`config.mk`:
```
export PLATFORM = sky130hd
export DESIGN_NAME = tbec_scrubber_flat
export DESIGN_NICKNAME = d
export VERILOG_FILES = /design/src/rtl/tbec_scrubber_if.sv /design/src/rtl/tbec_scrubber.sv /design/src/flat_wrapper.sv
export SDC_FILE = /design/constraint.sdc
export NUM_CORES = 1
export LEC_CHECK = 0
export ABC_AREA = 1
export CORE_ASPECT_RATIO = 0.8
export CORE_MARGIN = 8
export CORE_UTILIZATION = 35
export CTS_BUF_LIST = sky130_fd_sc_hd__clkbuf_4
export CTS_CLUSTER_SIZE = 40
export DETAILED_ROUTE_END_ITERATION = 6
export PLACE_DENSITY = 0.63
export SLEW_MARGIN = 0
export SYNTH_ARGS = -nofsm -noshare
export SYNTH_HDL_FRONTEND = slang
export SYNTH_SLANG_ARGS = --single-unit
```
`constraint.sdc`:
```
create_clock -name clk -period 1.6 [get_ports clk]
set_input_delay 0.16 -clock clk [delete_from_list [all_inputs] [get_ports clk]]
set_output_delay 0.16 -clock clk [all_outputs]
set_load 0.005 [all_outputs]
```
`src/rtl/tbec_scrubber_if.sv`:
```
// Memory access bus between the scrubber (master) and tbec_full (slave).
// Latency: none, wires only; read data follows mem_addr after the memory's RD_LAT.
// Backpressure: none on the bus; port sharing with the host is arbitrated by the scrubber.
interface tbec_scrubber_if #(
  parameter int ADDR_W = 8,
  parameter int DATA_W = 16
);
  logic [ADDR_W-1:0] mem_addr;
  logic [DATA_W-1:0] mem_wdata;
  logic              mem_we;
  logic [DATA_W-1:0] mem_rdata;
  logic [1:0]        mem_err;

  modport master (
    output mem_addr,
    output mem_wdata,
    output mem_we,
    input  mem_rdata,
    input  mem_err
  );

  modport slave (
    input  mem_addr,
    input  mem_wdata,
    input  mem_we,
    output mem_rdata,
    output mem_err
  );
endinterface

```
`src/rtl/tbec_scrubber.sv`:
```
// Background scrubber: reads START_ADDR..END_ADDR, writes back corrected words, counts errors.
// Latency: 3+RD_LAT cycles per clean address, +1 for write-back (+2+RD_LAT more with TBEC_SCRUB_VERIFY_EN).
// Backpressure: host_req parks the walk in HOLD between addresses; a read-modify-write is never split.
module tbec_scrubber #(
  parameter int ADDR_W     = 8,
  parameter int DATA_W     = 16,
  parameter int RD_LAT     = 2,
  parameter int START_ADDR = 0,
  parameter int END_ADDR   = 255,
  parameter int CNT_W      = 16
) (
  input  logic              clk,
  input  logic              rst,
  input  logic              start,
  input  logic              host_req,
  output logic              host_gnt,
  tbec_scrubber_if.master   mem,
  output logic              busy,
  output logic              done,
  output logic [CNT_W-1:0]  corr_cnt,
  output logic [CNT_W-1:0]  uncorr_cnt,
  output logic [ADDR_W-1:0] last_err_addr
);

  // Wide enough to hold RD_LAT-1.
  localparam int WCNT_W = (RD_LAT > 1) ? $clog2(RD_LAT) : 1;
  localparam logic [WCNT_W-1:0] WAIT_INIT = WCNT_W'(RD_LAT - 1);
  localparam logic [ADDR_W-1:0] FIRST     = ADDR_W'(START_ADDR);
  localparam logic [ADDR_W-1:0] LAST      = ADDR_W'(END_ADDR);

`ifdef TBEC_SCRUB_VERIFY_EN
  typedef enum logic [3:0] {
    S_IDLE, S_ISSUE, S_WAIT, S_EVAL, S_WB, S_ADV, S_HOLD,
    S_VISSUE, S_VWAIT, S_VEVAL
  } state_t;
`else
  typedef enum logic [2:0] {
    S_IDLE, S_ISSUE, S_WAIT, S_EVAL, S_WB, S_ADV, S_HOLD
  } state_t;
`endif

  state_t            state_q, state_d;
  logic [ADDR_W-1:0] ptr_q, ptr_d;
  logic [WCNT_W-1:0] wcnt_q, wcnt_d;
  logic [ADDR_W-1:0] addr_q, addr_d;
  logic [DATA_W-1:0] wdata_q, wdata_d;
  logic              we_q, we_d;
  logic [CNT_W-1:0]  corr_q, corr_d;
  logic [CNT_W-1:0]  uncorr_q, uncorr_d;
  logic [ADDR_W-1:0] last_q, last_d;

  function automatic logic [CNT_W-1:0] sat_inc(input logic [CNT_W-1:0] v);
    return (&v) ? v : v + CNT_W'(1);
  endfunction

  // Register all walk state; reset returns to IDLE with counters cleared.
  always_ff @(posedge clk) begin
    if (!rst) begin
      state_q  <= S_IDLE;
      ptr_q    <= FIRST;
      wcnt_q   <= '0;
      addr_q   <= FIRST;
      wdata_q  <= '0;
      we_q     <= 1'b0;
      corr_q   <= '0;
      uncorr_q <= '0;
      last_q   <= '0;
    end else begin
      state_q  <= state_d;
      ptr_q    <= ptr_d;
      wcnt_q   <= wcnt_d;
      addr_q   <= addr_d;
      wdata_q  <= wdata_d;
      we_q     <= we_d;
      corr_q   <= corr_d;
      uncorr_q <= uncorr_d;
      last_q   <= last_d;
    end
  end

  // Next-state and datapath updates; mem_addr/mem_we are registered so they
  // change on the edge leaving ISSUE/EVAL and are stable for the whole cycle.
  always_comb begin
    state_d  = state_q;
    ptr_d    = ptr_q;
    wcnt_d   = wcnt_q;
    addr_d   = addr_q;
    wdata_d  = wdata_q;
    we_d     = 1'b0;
    corr_d   = corr_q;
    uncorr_d = uncorr_q;
    last_d   = last_q;
    unique case (state_q)
      S_IDLE: begin
        if (start && !host_req) begin
          ptr_d   = FIRST;
          state_d = S_ISSUE;
        end
      end
      S_ISSUE: begin
        if (host_req) begin
          state_d = S_HOLD;
        end else begin
          addr_d  = ptr_q;
          wcnt_d  = WAIT_INIT;
          state_d = S_WAIT;
        end
      end
      S_WAIT: begin
        if (wcnt_q == '0) state_d = S_EVAL;
        else              wcnt_d  = wcnt_q - WCNT_W'(1);
      end
      S_EVAL: begin
        if (mem.mem_err == 2'b00) begin
          state_d = S_ADV;
        end else if (mem.mem_err == 2'b01) begin
          corr_d  = sat_inc(corr_q);
          wdata_d = mem.mem_rdata;
          we_d    = 1'b1;
          state_d = S_WB;
        end else begin
          // Uncorrectable data is never written back.
          uncorr_d = sat_inc(uncorr_q);
          last_d   = ptr_q;
          state_d  = S_ADV;
        end
      end
      S_WB: begin
`ifdef TBEC_SCRUB_VERIFY_EN
        state_d = S_VISSUE;
`else
        state_d = S_ADV;
`endif
      end
`ifdef TBEC_SCRUB_VERIFY_EN
      S_VISSUE: begin
        wcnt_d  = WAIT_INIT;
        state_d = S_VWAIT;
      end
      S_VWAIT: begin
        if (wcnt_q == '0) state_d = S_VEVAL;
        else              wcnt_d  = wcnt_q - WCNT_W'(1);
      end
      S_VEVAL: begin
        // Any error right after a write-back means the bit is stuck.
        if (mem.mem_err != 2'b00) begin
          uncorr_d = sat_inc(uncorr_q);
          last_d   = ptr_q;
        end
        state_d = S_ADV;
      end
`endif
      S_ADV: begin
        if (ptr_q == LAST) begin
          state_d = S_IDLE;
        end else begin
          ptr_d   = ptr_q + ADDR_W'(1);
          state_d = host_req ? S_HOLD : S_ISSUE;
        end
      end
      S_HOLD: begin
        if (!host_req) state_d = S_ISSUE;
      end
      default: state_d = S_IDLE;
    endcase
  end

  assign host_gnt = (state_q == S_IDLE) || (state_q == S_HOLD);
  assign busy     = (state_q != S_IDLE);
  assign done     = (state_q == S_ADV) && (ptr_q == LAST);

  assign mem.mem_addr  = addr_q;
  assign mem.mem_wdata = wdata_q;
  // A reset arriving during WB suppresses the write in that same cycle.
  assign mem.mem_we    = we_q && rst;

  assign corr_cnt      = corr_q;
  assign uncorr_cnt    = uncorr_q;
  assign last_err_addr = last_q;

endmodule

```
`src/flat_wrapper.sv`:
```
// flat-port wrapper written by rule: the top's interface ports become plain ports
module tbec_scrubber_flat 
#(
  parameter int ADDR_W     = 8,
  parameter int DATA_W     = 16,
  parameter int RD_LAT     = 2,
  parameter int START_ADDR = 0,
  parameter int END_ADDR   = 255,
  parameter int CNT_W      = 16
)
  (clk, rst, start, host_req, host_gnt, busy, done, corr_cnt, uncorr_cnt, last_err_addr, mem_mem_addr, mem_mem_wdata, mem_mem_we, mem_mem_rdata, mem_mem_err);
  tbec_scrubber_if #(.ADDR_W(ADDR_W), .DATA_W(DATA_W)) mem_i ();
  input  logic clk;
  input  logic rst;
  input  logic start;
  input  logic host_req;
  output logic host_gnt;
  output logic busy;
  output logic done;
  output logic [CNT_W-1:0] corr_cnt;
  output logic [CNT_W-1:0] uncorr_cnt;
  output logic [ADDR_W-1:0] last_err_addr;
  output wire logic [$bits(mem_i.mem_addr)-1:0] mem_mem_addr;
  output wire logic [$bits(mem_i.mem_wdata)-1:0] mem_mem_wdata;
  output wire logic [$bits(mem_i.mem_we)-1:0] mem_mem_we;
  input wire logic [$bits(mem_i.mem_rdata)-1:0] mem_mem_rdata;
  input wire logic [$bits(mem_i.mem_err)-1:0] mem_mem_err;
  assign mem_mem_addr = mem_i.mem_addr;
  assign mem_mem_wdata = mem_i.mem_wdata;
  assign mem_mem_we = mem_i.mem_we;
  assign mem_i.mem_rdata = mem_mem_rdata;
  assign mem_i.mem_err = mem_mem_err;
  tbec_scrubber #(.ADDR_W(ADDR_W), .DATA_W(DATA_W), .RD_LAT(RD_LAT), .START_ADDR(START_ADDR), .END_ADDR(END_ADDR), .CNT_W(CNT_W)) u_core (.clk(clk), .rst(rst), .start(start), .host_req(host_req), .host_gnt(host_gnt), .mem(mem_i), .busy(busy), .done(done), .corr_cnt(corr_cnt), .uncorr_cnt(uncorr_cnt), .last_err_addr(last_err_addr));
endmodule
```
==> impl_metrics.csv, run 1 <==
group,metric,value,unit
run_status,status,"complete, no violations",
pwr,switching_power,0.000993,W
cts,cts_made_buffers,9,
timing,final.min_clock_period,1510,ps
timing,finalSetupViolCount,0,
cells_and_area,layout_commonest_cell,"nand2_1",
timing,max_freq,660,MHz
setup_path,endpoint_kind,"output port",
yosys,synth_area,3850,µm²
route,postRouteWirelength,11.4,mm
flow_run,max_cap_viol_count,0,
grt,grt.overflow.total,0,
cts,cts_max_level,3,
cts,cts.clk_slew.worst_paths,140,ps
cells_and_area,area_delta_synth_final,48.0,%
pwr,swShare,23.9,%
route,via_count,4080,
yosys,synth_adder_area_share,0.974,%
yosys,avgSynthCellArea,6.82,µm²
die,pin_count,90,
cells_and_area,layout-drive-gt1-share,23.9,%
cells_and_area,postLayoutCoreUtil,52.8,%
cells_and_area,fin_cells,865,
yosys,netlist.top_cell.by_area,"dfxtp_1",
yosys,ys_ff_latch,77,
timing,hold_viol,0,
route,drt_first_pass_iters,5,
placed_design,place_area,5290,µm²
grt,grt_pass1_vias,4071,
setup_path,critPathKind,"reg2out",
die,start_util,35.7,%
worst_hold_path,hp-class,"in2reg",
pwr,vdd_ir_drop_max,0.000380,V
grt,antenna_found_initial,0,
setup_path,crit_family,"buffers and inverters",
setup_path,cp-start-kind,"register",
yosys,synth-compound-area-share,12.9,%
yosys,synthMuxAreaShare,0,%
pwr,p_leak,2.54,nW
timing,hold_ws,354,ps
yosys,yosys-top-cells-area,"dfxtp_1, nand2_1, nor2_1",
die,fp.dieW,133,µm
placed_design,numPortBuffers,89,
setup_path,cp.arrival,1350,ps
route,wire_per_inst,13.2,µm
pwr,p_per_area,730,nW/µm²
cells_and_area,final_cell_mix,"nand2_1, nor2_1, buf_4",
timing,max_slew_margin,82.2,%
setup_path,crit_fanout,5,
cts,cts_buffer_depth,2,
placed_design,placed_cells,839,
setup_path,slowest_stage,"clkdlybuf4s50_1",
yosys,synth_top_family_by_area,"simple AND/OR/NAND/NOR gates",
setup_path,crit_required,1440,ps
yosys,ys_warn_count,0,
yosys,synthXorXnorAreaFrac,2.27,%
route,ant_nets,0,
yosys,ys_seq_area_share,40.0,%
cells_and_area,antenna_cells,0,
setup_path,critPathMaxStageDelay,520,ps
die,die_y,110,µm
setup_path,worstPathCellList,"clkdlybuf4s50_1",
timing,slew_violations,0,
yosys,netlist.area_leader.share,40.0,%
grt,grt_max_degree,26,
cells_and_area,nNetsFinal,741,
setup_path,crit_buf_inv,1,
die,core-area,10800,µm²
placed_design,gp_congestion,0.821,
pwr,pwr-share-clk,40.4,%
yosys,synth_nets,590,
cts,ctsHoldBuffers,0,
timing,grt_setup_unrepaired,"yes",
cells_and_area,finalInstanceArea,5700,µm²
timing,period_share,94.7,%
pwr,p_int,0.00317,W
cts,cts.sinks,77,
cells_and_area,multiInputGateArea,2080,µm²
yosys,synthCells,565,
die,rows,34,
timing,fin_skew,18.4,ps
pwr,p_comb_share,11.5,%
pwr,p_total,0.00416,W
route,vias_per_cell,4.72,
cts,clock_latency,430,ps
grt,grt_usage,15.9,%
pwr,p_seq_share,48.2,%
die,die_area,14600,µm²
yosys,synthSimpleGateAreaFrac,36.2,%
route,drcViolationCount,0,
yosys,ys_types,32,
route,drt-initial-drc-count,270,
timing,worst_pin_slew,267,ps
cts,cts_tree,"yes",
grt,grt_pass1_wl,19.1,mm
cells_and_area,seq_area,1590,µm²
placed_design,dp_hpwl,8.41,mm
cells_and_area,nFillCells,1063,
cts,root_buffer,"clkbuf_4",
area by class of cell:
type	count	share of cell area [%]
clock buffers	10	1.32
clock inverters	6	2.35
inverters	50	3.51
multi-input cells	421	36.4
flip-flops and latches	77	27.9
well taps	144	3.16
repair buffers	157	25.4
power by group through the flow:
stage / Combinational (W) / Sequential [W] / Clock [W]
final: 0.000478 / 0.00200 / 0.00168
after floorplan: 0.000229 / 0.00205 / 0
after detailed placement: 0.000465 / 0.00204 / 0
after global routing: 0.000528 / 0.00201 / 0.00182
after global placement: 0.000457 / 0.00204 / 0
after CTS: 0.000468 / 0.00200 / 0.00173
logic make-up (layout without fill, tap and decap cells):
family	Yosys count	count (layout)
buffers and inverters	67	223
AOI/OAI and AO/OA	89	89
adders and majority gates	3	3
and+or+nand+nor	319	319
DFF	77	77
xor gates and xnor gates	10	10
cells in the mapped netlist:
| master | n |
|---|---|
| o21ai_4 | 1 |
| a31o_2 | 1 |
| clkinv_4 | 1 |
| nand4_4 | 1 |
| xnor2_1 | 4 |
| o211ai_1 | 1 |
| a21oi_2 | 9 |
| buf_2 | 4 |
| inv_2 | 3 |
| nor2_1 | 117 |
| nor2_4 | 4 |
| clkinv_1 | 1 |
| inv_4 | 1 |
| buf_6 | 4 |
| xor2_1 | 6 |
| a21oi_1 | 32 |
| clkbuf_1 | 9 |
| o21ai_0 | 43 |
| nand3_4 | 2 |
| nand2_1 | 136 |
| nor2_2 | 2 |
| or2_2 | 2 |
| ha_1 | 3 |
| nand4_1 | 13 |
| clkinv_2 | 1 |
| nand2_2 | 6 |
| o21ai_1 | 2 |
| nand2_4 | 3 |
| nand3_1 | 31 |
| nor3_1 | 2 |
| inv_1 | 43 |
| dfxtp_1 | 77 |
what timing repair did:
| action | CTS | global route |
|---|---|---|
| resized for setup | 61 | 34 |
| setup buffers | 3 | 7 |
| pin swaps | 1 | 6 |
| setup endpoints to repair | 31 | 40 |
state kept, by name, summed over array words and instances, names as in the netlist:
name                  cells
u_core.corr_cnt          16
u_core.last_err_addr      8
u_core.mem.mem_addr       8
u_core.mem.mem_wdata     16
u_core.ptr_q              8
u_core.state_q            3
u_core.uncorr_cnt        16
u_core.wcnt_q             1
u_core.we_q               1
stage by stage:
| step | setup WS (ps) | TNS, ps |
|---|---|---|
| 2_1_floorplan | 69.4 | 0 |
| 3_3_place_gp | 6.33 | 0 |
| 3_5_place_dp | -8.49 | -12.7 |
| 4_1_cts | -82.6 | -82.6 |
| 5_1_grt | -37.9 | -47.5 |
| 6_report | 85.3 | 0 |
layer usage:
layer,vias to the layer above,track usage [%],part of all wire (%)
met5,-,0,0
met3,9,7.35,8.9
met4,0,3.84,0.98
li1,2107,-,-
met1,1852,18.8,46
met2,112,25.9,44
path summary, 6_finish.rpt:
path | start | end | slack, ps | cells after the start
max | u_core.corr_cnt[2] | corr_cnt[2] | 90 | 1
min reg2reg | u_core.wcnt_q | u_core.wcnt_q | 470 | 2
min | mem_mem_rdata[12] | u_core.mem.mem_wdata[12] | 350 | 3
max reg2reg | u_core.corr_cnt[0] | u_core.corr_cnt[15] | 90 | 9
Note: power is estimated with default switching activity, not from simulation.
==> inputs of run 2 (changes only) <==
==> constraint.sdc (replaced) <==
create_clock -name clk -period 1.3 [get_ports clk]
set_input_delay 0.13 -clock clk [delete_from_list [all_inputs] [get_ports clk]]
set_output_delay 0.13 -clock clk [all_outputs]
set_load 0.005 [all_outputs]
==> impl_metrics.csv, run 2 (same netlist as run 1, synthesis figures left out) <==
group,metric,value,unit
cells_and_area,layout-drive-gt1-share,49.2,%
route,drt-initial-drc-count,215,
pwr,p_per_area,738,nW/µm²
flow_run,max_cap_viol_count,0,
grt,use_met2,28.2,%
setup_path,ff2ff_setup_slack,-210,ps
setup_path,ff2ff_path_depth,11,
setup_path,worstPathCellList,"nand2_1 > nor2_4 > nand2_2 > buf_6 > nor2_4 > nor2_4 > buf_12 > buf_12 > nand2_2 > nand2_1 > a21oi_2",
cts,cts_tree,"yes",
setup_path,crit_cells,11,
route,vias_per_cell,4.80,
setup_path,rr_endpoint,"u_core.corr_cnt[3]",
die,pin_count,90,
cells_and_area,seq_area,1640,µm²
placed_design,dp_hpwl,8.67,mm
worst_hold_path,hp-class,"in2reg",
setup_path,slowest_stage,"dfxtp_2",
setup_path,crit_required,1650,ps
die,fp.dieW,133,µm
cts,cts.sinks,77,
cts,ctsHoldBuffers,0,
setup_path,crit_fanout,6,
placed_design,numPortBuffers,89,
route,postRouteWirelength,13.1,mm
route,ant_nets,0,
timing,grt_setup_unrepaired,"yes",
timing,worst_pin_slew,310,ps
timing,max_slew_margin,79.2,%
pwr,p_leak,3.00,nW
cells_and_area,area_delta_synth_final,74.1,%
grt,grt_max_degree,39,
cells_and_area,multiInputGateArea,2520,µm²
die,core-area,10800,µm²
route,drt_first_pass_iters,4,
die,start_util,35.7,%
grt,top_usage_layer,"met2",
cts,cts_made_buffers,9,
die,die_area,14600,µm²
placed_design,gp_congestion,0.885,
grt,grt.overflow.total,0,
run_status,violations,"negative setup slack",
cts,cts.clk_slew.worst_paths,130,ps
grt,grt_pass1_vias,4303,
die,die_y,110,µm
timing,fin_setup_tns,-5900,ps
pwr,vdd_ir_drop_max,0.000877,V
setup_path,r2r_start,"u_core.corr_cnt[9]",
setup_path,critPathMaxStageDelay,360,ps
cells_and_area,nNetsFinal,803,
timing,slew_violations,0,
setup_path,critPathKind,"reg2reg",
die,rows,34,
cells_and_area,finalInstanceArea,6710,µm²
grt,grt_use_met3,5.75,%
setup_path,cp_common_cell,"nor2_4",
cts,cts_buffer_depth,2,
timing,finalSetupViolCount,43,
grt,grtUsageMet1,20.7,%
cts,cts_max_level,3,
setup_path,cp.arrival,1870,ps
route,wire_per_inst,14.2,µm
worst_hold_path,min-delay-start,"mem_mem_rdata[2]",
worst_hold_path,hold_end,"u_core.mem.mem_wdata[2]",
setup_path,endpoint_kind,"register",
timing,final.min_clock_period,1510,ps
timing,max_freq,661,MHz
pwr,p_total,0.00495,W
setup_path,cp-start-kind,"register",
timing,fin_skew,17.4,ps
timing,period_share,116,%
grt,grt_usage,17.0,%
timing,hold_viol,0,
placed_design,place_area,5720,µm²
route,drcViolationCount,0,
route,via_count,4454,
cells_and_area,antenna_cells,0,
cells_and_area,nFillCells,969,
setup_path,crit_buf_inv,3,
grt,antenna_found_initial,0,
worst_hold_path,min_path_cells,3,
cells_and_area,final_cell_mix,"nand2_1, nor2_1, buf_4",
cts,clock_latency,430,ps
run_status,status,"complete, but fails checks",
setup_path,crit_family,"simple AND/OR/NAND/NOR gates",
grt,grt_pass1_wl,20.4,mm
timing,fin_ws,-214,ps
cts,root_buffer,"clkbuf_4",
[run 2: cell types whose count changed in the layout (fill, tap and decap cells not counted), sizes merged]
cell	change
bufinv	-2
inv	+2
dlymetal6s2s	-13
clkdlybuf4s50	-37
clkbuf	+24
clkdlybuf4s15	+2
dlygate4sd2	+18
clkinv	-1
buf	+69
[run 2: how the worst max path moves through the flow]
| stage | endpoint | startpoint | slack [ps] |
|---|---|---|---|
| 4_1_cts | u_core.uncorr_cnt[12] | u_core.uncorr_cnt[1] | -190 |
| 5_1_grt | u_core.corr_cnt[3] | u_core.corr_cnt[9] | -300 |
| 3_5_place_dp | u_core.corr_cnt[3] | mem_mem_err[0] | -230 |
| 3_3_place_gp | u_core.corr_cnt[3] | mem_mem_err[0] | -240 |
| 2_1_floorplan | u_core.uncorr_cnt[11] | u_core.uncorr_cnt[1] | 2 |
| 6_report | u_core.corr_cnt[3] | u_core.corr_cnt[9] | -210 |
[run 2: timing repair]
item,CTS,global route
cloned,3,2
gates resized for setup,241,126
pin swaps,20,33
buffers inserted,21,12
endpoints found under the setup margin,112,97
[run 2: layout make-up]
cell class,instances,area share (%)
sequential,77,24.4
clock buffer,11,1.23
timing repair buffer,219,29.8
multi-input combinational,421,37.6
inverter,50,3.12
tap,144,2.69
clock inverter,5,1.23
[run 2: worst reg2reg max path, cell delays in order (launching register included)]
cell and delay (ps):
dfxtp_2 360, nand2_1 110, nor2_4 140, nand2_2 80, buf_6 120, nor2_4 110, nor2_4 70, buf_12 130
buf_12 130, nand2_2 50, nand2_1 50, a21oi_2 100
[run 2: where the power goes]
| part | switching [W] | internal, W | total (W) | leakage, nW |
|---|---|---|---|---|
| combinational | 0.000364 | 0.000367 | 0.000732 | 2.25 |
| sequential | 0.0000472 | 0.00242 | 0.00247 | 0.655 |
| clock | 0.000913 | 0.000833 | 0.00175 | 0.0880 |
[run 2: layer usage]
metal,routed length [µm],part of all wire [%],vias up
li1,-,-,2239
met1,5840,44,2074
met2,6230,47,123
met3,896,6.8,18
met4,172,1.3,0
met5,0,0,-
[run 2: metrics by stage]
step / hold WS [ps] / std cells / utilization [%] / worst slack (ps)
finish: 303 / 927 / 62.1 / -214
global route: 299 / 927 / 62.1 / -297
CTS: 270 / 918 / 59.0 / -190
detailed placement: 456 / 879 / 53.0 / -228
global placement: 452 / 879 / 53.0 / -241
floorplan: 294 / 565 / - / 2.00
==> inputs of run 3 (changes only) <==
--- a/config.mk
+++ b/config.mk
@@ -9,7 +9,6 @@
 export CORE_ASPECT_RATIO = 0.8
 export CORE_MARGIN = 8
 export CORE_UTILIZATION = 35
-export CTS_BUF_LIST = sky130_fd_sc_hd__clkbuf_4
 export CTS_CLUSTER_SIZE = 40
 export DETAILED_ROUTE_END_ITERATION = 6
 export PLACE_DENSITY = 0.63
==> impl_metrics.csv, run 3 (same netlist as run 1, synthesis figures left out) <==
group,metric,value,unit
cells_and_area,layout-drive-gt1-share,41.3,%
cts,clock_latency,340,ps
cells_and_area,layout_commonest_cell,"buf_4",
timing,grt_setup_unrepaired,"yes",
placed_design,gp_congestion,0.885,
placed_design,numPortBuffers,89,
setup_path,crit_fanout,8,
timing,finalSetupViolCount,46,
pwr,switching_power,0.00146,W
pwr,p_per_area,859,nW/µm²
cells_and_area,final_cell_mix,"buf_4, nand2_1, nor2_1",
setup_path,crit_required,1530,ps
grt,grt_pass1_vias,4295,
cts,cts_max_level,3,
grt,antenna_found_initial,0,
route,wire_per_inst,14.4,µm
cts,cts_made_buffers,9,
die,rows,34,
cells_and_area,nFillCells,948,
pwr,p_comb_share,13.2,%
placed_design,dpl_worst_slack,-228,ps
worst_hold_path,hp-class,"in2reg",
cts,cts_buffer_depth,2,
die,pin_count,90,
die,fp.dieW,133,µm
flow_run,max_cap_viol_count,0,
timing,fin_ws,-113,ps
die,start_util,35.7,%
grt,grt_usage,17.2,%
setup_path,cp.arrival,1640,ps
timing,hold_viol,0,
setup_path,critPathKind,"reg2reg",
route,drt-initial-drc-count,209,
route,drt_first_pass_iters,5,
cts,cts.clk_slew.worst_paths,60,ps
timing,final.min_clock_period,1410,ps
timing,max_slew_margin,81.6,%
run_status,status,"complete, but fails checks",
cts,root_buffer,"clkbuf_16",
route,via_count,4459,
timing,worst_pin_slew,275,ps
route,ant_nets,0,
timing,fin_setup_tns,-2310,ps
route,postRouteWirelength,13.3,mm
die,die_y,110,µm
setup_path,ff2ff_setup_slack,-110,ps
grt,grt.overflow.total,0,
pwr,swShare,24.9,%
timing,fin_skew,5.47,ps
die,die_area,14600,µm²
cells_and_area,nNetsFinal,799,
pwr,p_leak,3.18,nW
timing,slew_violations,0,
pwr,p_seq_share,41.9,%
cts,cts_tree,"yes",
grt,grt_pass1_wl,20.5,mm
cts,cts.sinks,77,
pwr,p_int,0.00442,W
pwr,pwr-share-clk,45.0,%
route,vias_per_cell,4.83,
cts,ctsHoldBuffers,0,
timing,max_freq,708,MHz
setup_path,endpoint_kind,"register",
route,drcViolationCount,0,
setup_path,cp-start-kind,"register",
cells_and_area,area_delta_synth_final,77.9,%
cells_and_area,antenna_cells,0,
die,core-area,10800,µm²
grt,grt_max_degree,39,
run_status,violations,"negative setup slack",
timing,period_share,109,%
placed_design,dp_hpwl,8.67,mm
pwr,vdd_ir_drop_max,0.000624,V
run 3: cell types whose count changed in the layout (fill, tap and decap cells not counted), sizes merged:
cell           previous run  this run
clkbuf                   36        14
clkdlybuf4s15             3         2
bufinv                    2         1
nand2                   145       146
clkdlybuf4s50            21        20
buf                     137       126
dlygate4sd2              33        64
run 3: routing by layer:
layer | share of wire, % | track usage, % | up-vias
met3 | 7.4 | 5.75 | 17
met4 | 1.3 | 6.08 | 0
met1 | 44 | 20.4 | 2084
met2 | 48 | 28.8 | 129
met5 | 0 | 0 | -
li1 | - | - | 2229
run 3: final cells by class:
| type | count | area, µm² | area share, % |
|---|---|---|---|
| Clock buffer | 12 | 258 | 3.76 |
| Timing Repair Buffer | 214 | 1950 | 28.5 |
| Tap cell | 144 | 180 | 2.63 |
| Multi-Input combinational cell | 422 | 2610 | 38.0 |
| Sequential cell | 77 | 1590 | 23.2 |
| Inverter | 50 | 215 | 3.14 |
| Clock inverter | 4 | 52.6 | 0.767 |
run 3: critical path, stage by stage (launching register included):
cell     delay [ps]
dfxtp_4         360
buf_6           120
nor2_4           90
buf_6           100
nand4_1         110
nand2_2         170
nand2_4         130
o21ai_2         180
a21oi_2          40
run 3: power by group through the flow:
stage	Clock (W)	Sequential, W	Combinational, W
3_5_place_dp	0	0.00251	0.000641
4_1_cts	0.00271	0.00246	0.000684
3_3_place_gp	0	0.00251	0.000633
6_report	0.00265	0.00246	0.000776
2_1_floorplan	0	0.00251	0.000283
5_1_grt	0.00282	0.00247	0.000841
run 3: per-stage QoR:
stage               cells  util (%)  hold slack (ps)  instance area, µm²  power, W
floorplan             565         -              294                3960   0.00280
global placement      879      53.0              452                5720   0.00314
detailed placement    879      53.0              456                5720   0.00315
CTS                   916      59.6              382                6440   0.00586
global route          923      63.4              403                6860   0.00613
finish                923      63.4              391                6860   0.00589
run 3: path summary, 6_finish.rpt:
| path | start | endpoint | depth (start not counted) |
|---|---|---|---|
| max | u_core.state_q[1] | u_core.ptr_q[0] | 8 |
| min | rst | u_core.uncorr_cnt[0] | 4 |
| max reg2reg | u_core.state_q[1] | u_core.ptr_q[0] | 8 |
| min reg2reg | u_core.wcnt_q | u_core.wcnt_q | 2 |
run 3: repair_timing:
action | in CTS | in global routing
pin swaps | 28 | 46
endpoints found under the setup margin | 109 | 78
buffers inserted | 17 | 7
cloned | 4 | 0
resized for setup | 160 | 118
